**config.mk**
```make
export PLATFORM = sky130hd
export DESIGN_NAME = fetch_unit
export DESIGN_NICKNAME = d
export VERILOG_FILES = /design/src/rtl/fetch_unit.sv
export SDC_FILE = /design/constraint.sdc
export NUM_CORES = 1
export LEC_CHECK = 0
export CORE_MARGIN = 1
export CORE_UTILIZATION = 45
export DETAILED_ROUTE_END_ITERATION = 12
export GPL_TIMING_DRIVEN = 0
export PLACE_DENSITY = 0.85
export SYNTH_ARGS = -nofsm -noshare
export SYNTH_HDL_FRONTEND = slang
export SYNTH_SLANG_ARGS = --single-unit
```
**constraint.sdc**
```tcl
create_clock -name clk -period 6.6 [get_ports clk]
set_input_delay 0.99 -clock clk [delete_from_list [all_inputs] [get_ports clk]]
set_output_delay 0.99 -clock clk [all_outputs]
set_load 0.02 [all_outputs]
```
**src/rtl/fetch_unit.sv**
```systemverilog
// Instruction fetch stage: PC sequencing, one-entry skid buffer for decode
// back-pressure, and redirect handling with stale-response discard.
module fetch_unit #(
  parameter int               Width    = 32,
  parameter logic [Width-1:0] RESET_PC = '0
) (
  input  logic             clk,
  input  logic             rst,
  output logic [Width-1:0] imem_addr,
  output logic             imem_req,
  input  logic [Width-1:0] imem_rdata,
  input  logic             imem_ready,
  input  logic             stall,
  input  logic             redirect,
  input  logic             redirect_sel,
  input  logic [Width-1:0] branch_pc,
  input  logic [Width-1:0] ImmOp,
  input  logic [Width-1:0] alu_result,
  output logic [Width-1:0] instr_out,
  output logic [Width-1:0] pc_out,
  output logic [Width-1:0] pc_plus4_out,
  output logic             instr_valid
);

  typedef enum logic [1:0] {
    FETCH,
    HOLD,
    DISCARD
  } state_t;

  localparam logic [Width-1:0] NOP  = Width'(32'h0000_0013);
  localparam logic [Width-1:0] FOUR = Width'(4);

  state_t           state_q, state_d;
  logic [Width-1:0] pc_q, pc_d;
  logic [Width-1:0] instr_d, pco_d, p4_d;
  logic             valid_d;
  logic [Width-1:0] skid_instr_q, skid_instr_d;
  logic [Width-1:0] skid_pc_q, skid_pc_d;
  logic [Width-1:0] target, pc_inc;

  assign target = redirect_sel ? {alu_result[Width-1:1], 1'b0}
                               : branch_pc + ImmOp;
  assign pc_inc = pc_q + FOUR;

  assign imem_req  = (state_q == FETCH);
  assign imem_addr = pc_q;

  always_comb begin
    state_d      = state_q;
    pc_d         = pc_q;
    instr_d      = instr_out;
    pco_d        = pc_out;
    p4_d         = pc_plus4_out;
    valid_d      = instr_valid;
    skid_instr_d = skid_instr_q;
    skid_pc_d    = skid_pc_q;
    if (redirect) begin
      // Redirect beats stall; any response this cycle is dropped.
      valid_d      = 1'b0;
      skid_instr_d = '0;
      skid_pc_d    = '0;
      pc_d         = target;
      unique case (state_q)
        FETCH:   state_d = imem_ready ? FETCH : DISCARD;
        HOLD:    state_d = FETCH;
        default: state_d = DISCARD;
      endcase
    end else begin
      unique case (state_q)
        FETCH: begin
          if (imem_ready) begin
            pc_d = pc_inc;
            if (!instr_valid || !stall) begin
              instr_d = imem_rdata;
              pco_d   = pc_q;
              p4_d    = pc_inc;
              valid_d = 1'b1;
            end else begin
              skid_instr_d = imem_rdata;
              skid_pc_d    = pc_q;
              state_d      = HOLD;
            end
          end else if (!stall) begin
            valid_d = 1'b0;
          end
        end
        HOLD: begin
          if (!stall) begin
            instr_d      = skid_instr_q;
            pco_d        = skid_pc_q;
            p4_d         = skid_pc_q + FOUR;
            valid_d      = 1'b1;
            skid_instr_d = '0;
            skid_pc_d    = '0;
            state_d      = FETCH;
          end
        end
        DISCARD: begin
          if (imem_ready) state_d = FETCH;
        end
        default: state_d = FETCH;
      endcase
    end
  end

  always_ff @(posedge clk or posedge rst) begin
    if (rst) begin
      state_q      <= FETCH;
      pc_q         <= RESET_PC;
      instr_out    <= NOP;
      pc_out       <= '0;
      pc_plus4_out <= '0;
      instr_valid  <= 1'b0;
      skid_instr_q <= '0;
      skid_pc_q    <= '0;
    end else begin
      state_q      <= state_d;
      pc_q         <= pc_d;
      instr_out    <= instr_d;
      pc_out       <= pco_d;
      pc_plus4_out <= p4_d;
      instr_valid  <= valid_d;
      skid_instr_q <= skid_instr_d;
      skid_pc_q    <= skid_pc_d;
    end
  end

endmodule

```
==> results.py, run 1 <==
metrics = {
    "run_status": {
        "status": "finished, final reports clean",
    },
    "clock_network": {
        "cts_made_buffers": 17,
        "clock_latency_ns": 0.44,
        "cts_buffer_depth": 2,
        "cts_hold_buf": 0,
        "cts_sinks": 193,
        "cts_setup_buffers": 0,
        "cts_resized": 0,
        "clk_transition_reported_paths_ns": 0.08,
        "root_buffer": "clkbuf_16",
        "cts_tree": "yes",
        "htree_num_levels": 4,
    },
    "worst_setup_path": {
        "start_kind": "input port",
        "crit_path_max_fanout": 5,
        "r2r_cells": 8,
        "reg2reg_slack_ns": 3.68,
        "cp_data_required_time_ns": 6.94,
        "r2r-end": "pc_out[15]",
        "crit_arrival_ns": 4.19,
        "endpoint_kind": "register",
        "crit-reg2reg-launch": "state_q[1]",
        "crit_start": "branch_pc[0]",
        "path_class": "in -> reg",
    },
    "synthesis": {
        "synth_warnings": 0,
        "post-synth-top-area-cell": "dfrtp_1",
        "synthTopCellsByCount": "379 x nand2_1, 190 x dfrtp_1, 135 x nor2_1",
        "synth.distinct_cells": 71,
        "synth.most_common_cell": "nand2_1",
        "synthCells": 1472,
        "synth_xor_area_frac": 0.07271,
        "post_synth.cell_area_avg_um2": 7.938,
        "synthFlopType": "dfrtp_1",
        "synth_area_um2": 11680,
        "syn_nets": 1640,
        "synth_compound_area_frac": 0.1837,
        "netlist_top_cells_area": "dfrtp_1 41%, nand2_1 12%, o21ai_0 4.8%",
        "synthMuxAreaShare": 0.005247,
        "synthArstFlopShare": 1.000,
        "synthSimpleGateAreaFrac": 0.2379,
        "seq_area_frac_synth": 0.4136,
        "synthAdderAreaFrac": 0.03705,
        "synth_top_family_by_area": "simple AND/OR/NAND/NOR gates",
        "synth_top_area_share": 0.4069,
        "synth-edff-count": 0,
        "ys_ff_latch": 193,
    },
    "min_path": {
        "hold_depth": 2,
        "holdCritStartpoint": "pc_plus4_out[22]",
        "hold_end": "pc_plus4_out[22]",
        "hold_path_class": "reg -> reg",
    },
    "drt": {
        "ant_nets": 0,
        "routed_wl_um": 37620,
        "detail_route.wl_per_cell_um": 17.96,
        "dr_total_vias": 11700,
        "drc_errors": 0,
        "drtIter0Drc": 985,
        "drtPass1Iterations": 5,
        "viasPerCell": 5.585,
    },
    "placed_design": {
        "post-place-cells": 2063,
        "place_hpwl_um": 29310,
        "gp_congestion": 0.9327,
        "io_buffers": 260,
    },
    "power_and_ir_drop": {
        "vdd_drop_max_v": 0.0002279,
        "p_leak_nw": 6.380,
        "powerDensity_nw_per_um2": 275.7,
    },
    "layout": {
        "fin_cells": 2095,
        "nNetsFinal": 1920,
        "syn_to_final_growth_pct": 31.34,
        "num_antenna_cells": 0,
        "layout-drive-gt1-share": 0.04646,
        "utilization": 0.6060,
    },
    "floorplan": {
        "die_y_um": 163.1,
        "core_um2": 25330,
        "start_util": 0.4614,
        "dieArea_um2": 26610,
        "die_x_um": 163.1,
        "row_count": 58,
        "io_pins": 264,
    },
    "global_routing": {
        "overflow": 0,
        "met3_usage": 0.05510,
        "top_usage_layer": "met2",
        "use_met2": 0.4861,
        "grt_max_degree": 122,
        "grt_pass1_wl_um": 59950,
        "track_usage": 0.2887,
        "antenna_found_initial": 0,
        "first_global_vias": 11440,
        "grtUsageMet1": 0.3685,
    },
    "timing": {
        "hold_viol": 0,
        "fin_skew_ns": 0.01165,
        "setup_viol": 0,
        "rsz0062_at_grt": "false",
        "period_share": 0.5831,
        "slew_headroom": 0.1523,
        "fmax_mhz": 259.9,
        "drv_slew": 0,
        "timing.hold.ws_ns": 0.4856,
        "period_needed_ns": 3.848,
        "tightest_slew_ns": 1.267,
    },
    "job": {
        "maxCapViolations": 0,
    },
}
==> sequential cells by signal, summed over array words and instances (netlist names) <==
register      flops
instr_valid       1
imem_addr        32
state_q           2
pc_plus4_out     30
skid_instr_q     32
instr_out        32
skid_pc_q        32
pc_out           32
==> through the flow <==
step | setup slack, ns | setup TNS (ns) | instance area [µm²] | total power [W]
floorplan | 0.3594 | 0 | 11690 | 0.002426
global placement | -1.944 | -367.29 | 14700 | 0.003126
detailed placement | 2.376 | 0 | 14740 | 0.003169
CTS | 2.813 | 0 | 15350 | 0.004234
global route | 2.677 | 0 | 15350 | 0.004443
finish | 2.752 | 0 | 15350 | 0.004232
==> cells in the final DEF (no fill, tap or decap), drive strengths merged, types with 4 or more instances in the layout <==
master,n
a21oi,69
mux2i,5
a31oi,69
inv,33
xnor2,51
nand3,45
nand2,379
nor3,17
nor2,136
a211oi,11
clkinv,4
clkdlybuf4s50,260
o221ai,7
nand4,21
buf,32
a21o,13
nor4,5
clkbuf,99
and3,8
and4,7
or3,7
nand2b,4
xor2,46
o211ai,11
o22ai,10
o21ai,134
ha,33
dfrtp,190
o21bai,8
==> power breakdown <==
part	switching [W]	leakage [nW]	total [W]	internal, W
clock	0.000492	0.293	0.00107	0.000583
combinational	0.000848	3.78	0.00154	0.000690
sequential	0.000195	2.31	0.00162	0.00142
total	0.00153	6.38	0.00423	0.00270
==> worst max path at each step <==
stage	endpoint	depth (start not counted)
5_1_grt	imem_addr[28]	11
3_5_place_dp	imem_addr[30]	11
4_1_cts	imem_addr[30]	11
6_report	imem_addr[30]	11
2_1_floorplan	imem_addr[0]	1
3_3_place_gp	imem_addr[28]	2
==> layer usage <==
layer  vias up  part of all wire  wire length (µm)
li1       5609                 -                 -
met1      5501              0.42             15760
met2       520              0.48             17950
met3        70             0.078              2929
met4         0             0.026               982
met5         -                 0                 0
==> logic make-up after synthesis <==
family | count (synthesis)
and+or+nand+nor | 645
AOI/OAI and AO/OA | 358
DFF | 193
buffers and inverters | 139
muxes | 6
adders and majority gates | 34
xor gates and xnor gates | 97
==> worst max-delay path: stages <==
cell	delay [ns]
clkdlybuf4s50_1	0.41
ha_1	0.23
fa_1	0.43
a211oi_1	0.34
o21bai_1	0.17
a21oi_2	0.27
o311ai_0	0.30
a31oi_2	0.37
o221ai_1	0.20
and4_1	0.25
nor3_1	0.23
==> area by class of cell <==
| cell class | instances | area, µm² |
|---|---|---|
| buffer | 112 | 479.2 |
| clock buffer | 18 | 439.2 |
| clock inverter | 14 | 172.7 |
| fill | 2235 | 9980 |
| inverter | 27 | 108.9 |
| multi-input combinational | 1140 | 6271 |
| sequential | 193 | 4833 |
| tap | 330 | 412.9 |
| timing repair buffer | 261 | 2630 |
Note: power is estimated with default switching activity, not from simulation.
==> run 2, diff against run 1 <==
--- a/config.mk
+++ b/config.mk
@@ -9,7 +9,7 @@
 export CORE_UTILIZATION = 45
 export DETAILED_ROUTE_END_ITERATION = 12
 export GPL_TIMING_DRIVEN = 0
-export PLACE_DENSITY = 0.85
+export PLACE_DENSITY = 0.82
 export SYNTH_ARGS = -nofsm -noshare
 export SYNTH_HDL_FRONTEND = slang
 export SYNTH_SLANG_ARGS = --single-unit
==> constraint.sdc (replaced) <==
create_clock -name clk -period 3.7 [get_ports clk]
set_input_delay 0.555 -clock clk [delete_from_list [all_inputs] [get_ports clk]]
set_output_delay 0.555 -clock clk [all_outputs]
set_load 0.02 [all_outputs]
==> results.py, run 2 (same netlist as run 1, synthesis figures left out) <==
metrics = {
    "global_routing": {
        "first_global_vias": 11290,
        "overflow": 0,
        "antenna_found_initial": 0,
        "grt_pass1_wl_um": 59600,
        "track_usage": 0.2871,
        "grt_max_degree": 45,
    },
    "job": {
        "maxCapViolations": 0,
    },
    "floorplan": {
        "io_pins": 264,
        "die_y_um": 163.1,
        "row_count": 58,
        "start_util": 0.4614,
        "core_um2": 25330,
        "die_x_um": 163.1,
        "dieArea_um2": 26610,
    },
    "placed_design": {
        "place_hpwl_um": 29420,
        "io_buffers": 260,
        "place_area_um2": 14800,
        "gp_congestion": 0.9156,
    },
    "power_and_ir_drop": {
        "power_frac_comb": 0.370,
        "p_sw_w": 0.002729,
        "p_int_w": 0.004732,
        "finalPower_w": 0.007461,
        "p_sw_frac": 0.3658,
        "p_leak_nw": 6.397,
        "pwr-share-seq": 0.386,
        "vdd_drop_max_v": 0.0003652,
        "powerDensity_nw_per_um2": 485.0,
        "power.share.clock": 0.244,
    },
    "drt": {
        "drc_errors": 0,
        "drtIter0Drc": 1073,
        "dr_total_vias": 11700,
        "drtPass1Iterations": 6,
        "ant_nets": 0,
        "detail_route.wl_per_cell_um": 17.92,
        "viasPerCell": 5.575,
        "routed_wl_um": 37610,
    },
    "min_path": {
        "hold_path_class": "reg -> reg",
    },
    "timing": {
        "rsz0062_at_grt": "false",
        "finalSetupTns_ns": 0,
        "timing.hold.ws_ns": 0.4827,
        "slew_headroom": 0.1534,
        "drv_slew": 0,
        "period_share": 0.9124,
        "hold_viol": 0,
        "tightest_slew_ns": 1.265,
        "setup_viol": 0,
        "fin_skew_ns": 0.008689,
        "period_needed_ns": 3.376,
        "fmax_mhz": 296.2,
    },
    "worst_setup_path": {
        "start_kind": "input port",
        "r2r-end": "imem_addr[29]",
        "crit_arrival_ns": 3.72,
        "endpoint_kind": "register",
        "reg2reg_slack_ns": 0.84,
        "critical_path.endpoint": "imem_addr[30]",
        "cp_data_required_time_ns": 4.05,
        "crit_path_max_fanout": 5,
        "crit-reg2reg-launch": "imem_addr[9]",
        "path_class": "in -> reg",
        "r2r_cells": 9,
        "crit_start": "branch_pc[0]",
    },
    "clock_network": {
        "cts_setup_buffers": 0,
        "cts_tree": "yes",
        "cts_buffer_depth": 2,
        "cts_resized": 0,
        "cts_made_buffers": 17,
        "clk_transition_reported_paths_ns": 0.08,
        "htree_num_levels": 4,
        "cts_sinks": 193,
        "clock_latency_ns": 0.44,
        "cts_hold_buf": 0,
        "root_buffer": "clkbuf_16",
    },
    "layout": {
        "n_fill_cell": 2268,
        "num_antenna_cells": 0,
        "final_common_cell": "nand2_1",
        "finish.instance_area_um2": 15380,
        "layout-drive-gt1-share": 0.04805,
        "nNetsFinal": 1924,
        "final_cell_mix": "379 x nand2_1, 260 x clkdlybuf4s50_1, 190 x dfrtp_1",
        "syn_to_final_growth_pct": 31.66,
    },
    "run_status": {
        "status": "finished, final reports clean",
    },
}
==> run 2: changes by cell type in the layout (fill, tap and decap cells not counted), sizes merged <==
cell	before	now
bufinv	2	1
inv	33	31
clkinv	4	7
buf	32	36
==> run 2: power groups by stage <==
stage	combinational [W]	clock (W)	sequential [W]
2_1_floorplan	0.00105	0	0.00328
3_3_place_gp	0.00268	0	0.00290
3_5_place_dp	0.00274	0	0.00292
4_1_cts	0.00275	0.00183	0.00288
5_1_grt	0.00298	0.00192	0.00293
6_report	0.00276	0.00182	0.00288
==> run 2: critical path: stages <==
cell and delay, ns:
clkdlybuf4s50_1 0.40, ha_1 0.23, fa_1 0.43, a211oi_1 0.33, o21bai_1 0.16, a21oi_2 0.28
o311ai_0 0.29, a31oi_2 0.38, o221ai_1 0.20, and4_1 0.24, nor3_1 0.21
==> run 2: routing by layer <==
| metal | vias to the layer above | global-route usage | part of all wire |
|---|---|---|---|
| li1 | 5626 | - | - |
| met4 | 0 | 0.08369 | 0.023 |
| met2 | 524 | 0.4815 | 0.47 |
| met1 | 5496 | 0.3724 | 0.42 |
| met3 | 56 | 0.05815 | 0.080 |
| met5 | - | 0 | 0 |
==> run 2: worst min-delay path by stage <==
stage	startpoint	endpoint	slack, ns	cells after the start
after global placement	pc_plus4_out[23]	pc_plus4_out[23]	0.46	2
after floorplan	skid_instr_q[0]	skid_instr_q[0]	0.45	2
after global routing	pc_out[2]	pc_out[2]	0.50	1
after CTS	pc_plus4_out[28]	pc_plus4_out[28]	0.48	2
after detailed placement	pc_plus4_out[28]	pc_plus4_out[28]	0.47	2
final	skid_instr_q[2]	skid_instr_q[2]	0.48	2
==> run 2: layout make-up <==
cell class / count / area (µm²) / area share
multi-input cells: 1140 / 6271 / 0.4076
well taps: 330 / 412.9 / 0.02684
plain buffers: 112 / 479.2 / 0.03115
clock inverters: 14 / 151.4 / 0.009841
flip-flops and latches: 193 / 4833 / 0.3142
repair buffers: 265 / 2703 / 0.1757
clock buffers: 18 / 429.2 / 0.02790
inverters: 27 / 105.1 / 0.006831
==> run 2: per-stage QoR <==
step,instances,utilization,setup WS (ns)
2_1_floorplan,1472,-,0.6570
3_3_place_gp,2062,0.5806,-0.7844
3_5_place_dp,2067,0.5845,-0.08090
4_1_cts,2099,0.6075,0.3559
5_1_grt,2099,0.6075,0.1520
6_report,2099,0.6075,0.3240
